[src/rtl/bus_ctrl.sv]
// Address-decoding bus controller between a picorv32 master and four slaves.
// Routes each request to one slave, and turns unmapped or timed-out accesses into error responses.
module bus_ctrl #(
    parameter logic [3:0]  BASE0    = 4'h0,
    parameter logic [3:0]  BASE1    = 4'h2,
    parameter logic [3:0]  BASE2    = 4'h8,
    parameter logic [3:0]  BASE3    = 4'hF,
    parameter int unsigned TIMEOUT  = 255,
    parameter logic [31:0] ERR_DATA = 32'hDEADBEEF
) (
    input  logic        clk,
    input  logic        reset,
    input  logic        mem_valid,
    input  logic [31:0] mem_addr,
    output logic        mem_ready,
    output logic [31:0] mem_rdata,
    output logic [3:0]  enable,
    input  logic        s_ready,
    input  logic [31:0] s_rdata,
    input  logic        err_clr,
    output logic        bus_err,
    output logic [31:0] err_addr
);

    // state  | meaning
    // IDLE   | waiting for mem_valid; decodes the address
    // ACCESS | one slave enabled, waiting for s_ready or timeout
    // DONE   | mem_ready pulse to the master for one cycle
    typedef enum logic [1:0] {
        IDLE   = 2'd0,
        ACCESS = 2'd1,
        DONE   = 2'd2
    } state_t;

    // Last ACCESS cycle is the one where the counter reaches TIMEOUT-1.
    localparam logic [15:0] CNT_LAST = 16'(TIMEOUT - 1);

    state_t      state, state_nxt;
    logic [3:0]  enable_nxt;
    logic        mem_ready_nxt;
    logic [31:0] mem_rdata_nxt;
    logic        bus_err_nxt;
    logic [31:0] err_addr_nxt;
    logic [15:0] cnt, cnt_nxt;
    logic [31:0] addr_lat, addr_lat_nxt;

    logic [3:0]  sel;
    logic        mapped;

    // Lowest index wins when bases are duplicated.
    always_comb begin
        sel    = 4'b0000;
        mapped = 1'b1;
        if (mem_addr[31:28] == BASE0)
            sel = 4'b0001;
        else if (mem_addr[31:28] == BASE1)
            sel = 4'b0010;
        else if (mem_addr[31:28] == BASE2)
            sel = 4'b0100;
        else if (mem_addr[31:28] == BASE3)
            sel = 4'b1000;
        else
            mapped = 1'b0;
    end

    always_ff @(posedge clk or posedge reset) begin
        if (reset) begin
            state     <= IDLE;
            enable    <= 4'b0000;
            mem_ready <= 1'b0;
            mem_rdata <= 32'h0;
            bus_err   <= 1'b0;
            err_addr  <= 32'h0;
            cnt       <= 16'h0;
            addr_lat  <= 32'h0;
        end else begin
            state     <= state_nxt;
            enable    <= enable_nxt;
            mem_ready <= mem_ready_nxt;
            mem_rdata <= mem_rdata_nxt;
            bus_err   <= bus_err_nxt;
            err_addr  <= err_addr_nxt;
            cnt       <= cnt_nxt;
            addr_lat  <= addr_lat_nxt;
        end
    end

    // A new error in the same cycle as err_clr overrides the clear below.
    always_comb begin
        state_nxt     = state;
        enable_nxt    = 4'b0000;
        mem_ready_nxt = 1'b0;
        mem_rdata_nxt = mem_rdata;
        bus_err_nxt   = err_clr ? 1'b0 : bus_err;
        err_addr_nxt  = err_addr;
        cnt_nxt       = cnt;
        addr_lat_nxt  = addr_lat;

        unique case (state)
            IDLE: begin
                if (mem_valid) begin
                    if (mapped) begin
                        enable_nxt   = sel;
                        cnt_nxt      = 16'h0;
                        addr_lat_nxt = mem_addr;
                        state_nxt    = ACCESS;
                    end else begin
                        mem_ready_nxt = 1'b1;
                        mem_rdata_nxt = ERR_DATA;
                        bus_err_nxt   = 1'b1;
                        err_addr_nxt  = mem_addr;
                        state_nxt     = DONE;
                    end
                end
            end
            ACCESS: begin
                if (s_ready) begin
                    mem_ready_nxt = 1'b1;
                    mem_rdata_nxt = s_rdata;
                    state_nxt     = DONE;
                end else if (cnt == CNT_LAST) begin
                    mem_ready_nxt = 1'b1;
                    mem_rdata_nxt = ERR_DATA;
                    bus_err_nxt   = 1'b1;
                    err_addr_nxt  = addr_lat;
                    state_nxt     = DONE;
                end else begin
                    enable_nxt = enable;
                    cnt_nxt    = cnt + 16'd1;
                end
            end
            DONE: begin
                state_nxt = IDLE;
            end
            default: begin
                state_nxt = IDLE;
            end
        endcase
    end

endmodule

[config.mk]
export PLATFORM = sky130hd
export DESIGN_NAME = bus_ctrl
export DESIGN_NICKNAME = d
export VERILOG_FILES = /design/src/rtl/bus_ctrl.sv
export SDC_FILE = /design/constraint.sdc
export NUM_CORES = 1
export LEC_CHECK = 0
export ABC_AREA = 0
export CORE_ASPECT_RATIO = 1.2
export CORE_MARGIN = 2
export CORE_UTILIZATION = 49
export CTS_CLUSTER_SIZE = 12
export DETAILED_ROUTE_END_ITERATION = 10
export PLACE_DENSITY = 0.8
export SKIP_LAST_GASP = 1
export SLEW_MARGIN = 20
export SYNTH_ARGS = -nofsm -noshare
export SYNTH_HDL_FRONTEND = slang
export SYNTH_SLANG_ARGS = --single-unit
[constraint.sdc]
create_clock -name clk -period 5.7 [get_ports clk]
set_input_delay 1.14 -clock clk [delete_from_list [all_inputs] [get_ports clk]]
set_output_delay 1.14 -clock clk [all_outputs]
set_load 0.02 [all_outputs]
# Word level (Yosys, flattened, before mapping)
# Cells that the tools add are included.
# word_totals
regBits	120
latchBits	0
mem_bits_rw	0
rom_bits	0
in_bits	69
output_inout_bits	70
word_cells	73
memories	0
# classes
addsub	1
mul	0
div	0
n_lt_le_gt_ge	0
n_eq_ne	12
shift	0
muxes	44
bitwise_logic	0
n_reduce_logical	8
# op_table
operator	count
$mux 32	8
$pmux 32 s2	2
$mux 16	4
$mux 4	8
$pmux 16 s2	1
$add 16x1->16 const B	1
$eq 16x8->1 const B	1
$mux 1	13
$ne 2x2->1 const B	6
$reduce_and 5->1	2
$eq 4x4->1 const B	2
$mux 2	4
$pmux 4 s2	1
$eq 4x2->1 const B	1
$logic_not 4->1	1
$pmux 1 s2	2
$pmux 2 s2	1
$reduce_and 4->1	1
$ne 3x3->1 const B	1
$reduce_and 3->1	1
$eq 2x1->1 const B	1
$logic_not 2->1	1
$reduce_and 2->1	1
$reduce_bool 2->1	1

# Depth between registers and ports, before layout
# depth
ltp_word	8
depth_mapped	9
depth_no_buf	7

# Worst setup path before layout
# Ideal clock, no wire load.
# synth_timing
kind	input port to flip-flop
start	input mem_valid
end	register cnt[8]
setup_time_ps	126
arrival_ps	2376
required_time_ps	5574
path_slack_ps	3197
path_stages	6
n_path_buf	2
cell_sequence	or3b_1 buf_2 a21oi_4 a21oi_1 buf_4 a221o_2
# synth_between
elab_chain_cells	2
# synth_lines
item	line	text
from (decl)	13	input logic mem_valid,
$ne 2x2->1 (no line)	-	
$reduce_and 5->1 (no line)	-	
to (signal assigned)	83	cnt <= cnt_nxt;
to (decl)	44	logic [15:0] cnt, cnt_nxt;
# No other way between the ends.
# A chain may end at the register's enable or synchronous reset.

# Worst setup path after layout
# Same ends and word-level chain as after synthesis.

==> reports/summary.txt <==
CTS tree - yes
R2R Path Start - cnt[0]$_DFFE_PP0P_
Power Density - 411 nW/µm²
Min-delay src - addr_lat[10]$_DFFE_PP0P_
Fin nets - 722
Post-synth net total - 592
All-Layer GR Usage - 0.236
Port-buffer cells - 138
Setup crit start kind - primary input
Synth Register Bits - 120
Gate Count Post-Synth - 521
Vias per inst - 5.55
CORE AREA - 11000 µm²
Final setup violation count - 0
WP data required - 5.99 ns
Setup_tns - 0 ns
Critical R2R Capture - cnt[0]$_DFFE_PP0P_
CTS Buf Count - 17
Global-route wire length before repair - 22.3 mm
Clock Path Buffers - 2
Largest net degree at the start of global routing - 80
Outcome - finished, final reports clean
Via Count - 4414
Final GP Congestion - 0.896
Layout Utilization - 0.679
Yosys Warn Count - 0
Total power - 3080 µW
H-tree depth - 4
Most common cell after layout, fill and taps aside - nand2_1
Setup crit end kind - flop
Area Growth Syn to Fin - 35.6%
Peak VDD IR - 0.229 mV
Residual DRC - 0
Async SR Flop Fraction - 1.00
Fraction of layout cells with a size suffix above 1 - 0.122
Routed WL - 13.5 mm
Post-CTS Hold Fix Bufs - 0
Critical Path AT - 3.78 ns
Final Skew - 0.00753 ns
Average wire per standard cell - 16.9 µm
Crit Path Max Fanout - 33
Die ar. - 12200 µm²
Post-Syn Area per Cell - 10.6 µm²
Post_cts resized - 0
Synthesized area - 5530 µm²
Final slew viol count - 0
Io pins - 139
WS Path Type - in -> reg
Router iterations before antenna repair - 7
Synth Flop Type - dfrtp_1
Max transition margin - 0.297
Worst hold path type - reg -> reg
Hold depth - 2
Hold Path End - addr_lat[10]$_DFFE_PP0P_
Worst slack, placed - 1.87 ns
Leak Pwr - 0.00340 µW
Sequential-to-total area share from yosys stat - 0.543
Final hold vios - 0
ANT cells - 0
Flop-to-flop setup slack - 2.82 ns
Clk_lat worst skew - 0.41 ns
Maxcap violations - 0
DRT iter0 DRCs - 326
Achievable Freq - 287 MHz
Core Rows - 42
Slew of the pin with the lowest slew margin - 1.06 ns
Number of global-route vias before repair - 4502
Sink Count - 120
Clk pin slew, worst setup/hold paths - 0.05 ns
DP Area - 6870 µm²
Reg2reg path depth - 7
GRT Residual Overflow - 0
Unrepaired setup endpoints after global routing - false
Post-route minimum period - 3.49 ns
Filler cells - 822
Post-DP HPWL - 8.96 mm
Post-synth EDFFs - 0
Root Buffer - clkbuf_16
Die width - 101 µm
Worst Setup Slack, final - 2.21 ns
Post-CTS setup buffers - 0
Initial core utilization - 0.501
Initial antenna violation count - 0
Crit share post-route - 0.612
DRT antenna net count - 0
Die span in y - 120 µm
Unique masters post-synth - 56
Commonest non-fill, non-tap cells in the layout - nand2_1 (189), clkdlybuf4s50_1 (138), dfrtp_1 (120), mux2_4 (29), o22a_1 (24)
Final Instance Area - 7500 µm²
## per-layer routing
| metal | wire (µm) | GRT usage |
|---|---|---|
| met4 | 315 | 0.0938 |
| met2 | 6930 | 0.388 |
| met5 | 0 | 0 |
| met3 | 709 | 0.0624 |
| met1 | 5530 | 0.296 |
## final cells by class
class | count | area [µm²] | area share
Sequential cell | 120 | 3000 | 0.401
Multi-Input combinational cell | 358 | 2240 | 0.299
Timing Repair Buffer | 142 | 1410 | 0.188
Clock buffer | 24 | 482 | 0.0643
Tap cell | 132 | 165 | 0.0220
Clock inverter | 8 | 143 | 0.0190
Inverter | 12 | 50.0 | 0.00668
## critical path, stage by stage
cell	delay, ns
clkdlybuf4s50_1	0.52
or3b_1	0.50
a21oi_4	0.70
a21oi_1	0.42
a221o_2	0.49
## through the flow
step           hold WS (ns)  std cells
3_5_place_dp          0.462        764
6_report              0.475        796
2_1_floorplan         0.446        521
3_3_place_gp          0.457        764
5_1_grt               0.486        796
4_1_cts               0.476        796
## cells by family after synthesis
logic type | after synthesis | share of synthesized area
AND/OR/NAND/NOR | 243 | 0.196
multiplexers | 34 | 0.0885
AO/OA/AOI/OAI | 78 | 0.115
flip-flops | 120 | 0.543
buffers and inverters | 43 | 0.0514
XOR/XNOR | 1 | 0.00158
adder cells (fa/ha/maj) | 2 | 0.00453
## Yosys cell counts, types with 3 or more instances
library cell | instances | area, µm²
o21a_1 | 3 | 22.5
a22o_1 | 10 | 87.6
buf_12 | 3 | 60.1
mux2_2 | 3 | 33.8
nand3_1 | 9 | 45.0
a21oi_1 | 3 | 15.0
nor4_1 | 4 | 25.0
nand4_1 | 7 | 43.8
o22a_1 | 24 | 210
nor3_1 | 5 | 25.0
buf_6 | 4 | 45.0
mux2_4 | 29 | 435
a211oi_1 | 4 | 30.0
nand2_1 | 189 | 709
or4_1 | 5 | 37.5
buf_2 | 5 | 25.0
o21ai_0 | 10 | 50.1
dfrtp_1 | 120 | 3000
clkbuf_1 | 13 | 48.8
a221o_1 | 4 | 40.0
nor4b_1 | 3 | 26.3
o31ai_1 | 3 | 22.5
inv_1 | 11 | 41.3
a21o_1 | 6 | 45.0
## how the worst max path moves through the flow
| stage | from | to | slack [ns] | depth (start not counted) |
|---|---|---|---|---|
| 6_report | mem_valid | cnt[8]$_DFFE_PP0P_ | 2.21 | 5 |
| 5_1_grt | mem_valid | cnt[8]$_DFFE_PP0P_ | 2.10 | 5 |
| 4_1_cts | mem_valid | cnt[8]$_DFFE_PP0P_ | 2.26 | 5 |
| 3_5_place_dp | mem_valid | cnt[8]$_DFFE_PP0P_ | 1.87 | 5 |
| 3_3_place_gp | mem_valid | cnt[8]$_DFFE_PP0P_ | 1.94 | 5 |
| 2_1_floorplan | reset | addr_lat[0]$_DFFE_PP0P_ | 1.37 | 1 |
## registers in the layout, indices dropped and copies added, names as in the netlist
name,count
mem_ready,1
bus_err,1
enable,4
err_addr,32
state,2
mem_rdata,32
cnt,16
addr_lat,32
## report_power, final
group          internal, µW  switching (µW)  leakage (µW)
registers              1050             119       0.00144
clock network           764             363      0.000304
logic                   415             375       0.00165
total                  2230             857       0.00340
No activity file was read; power rests on OpenSTA's default activity.
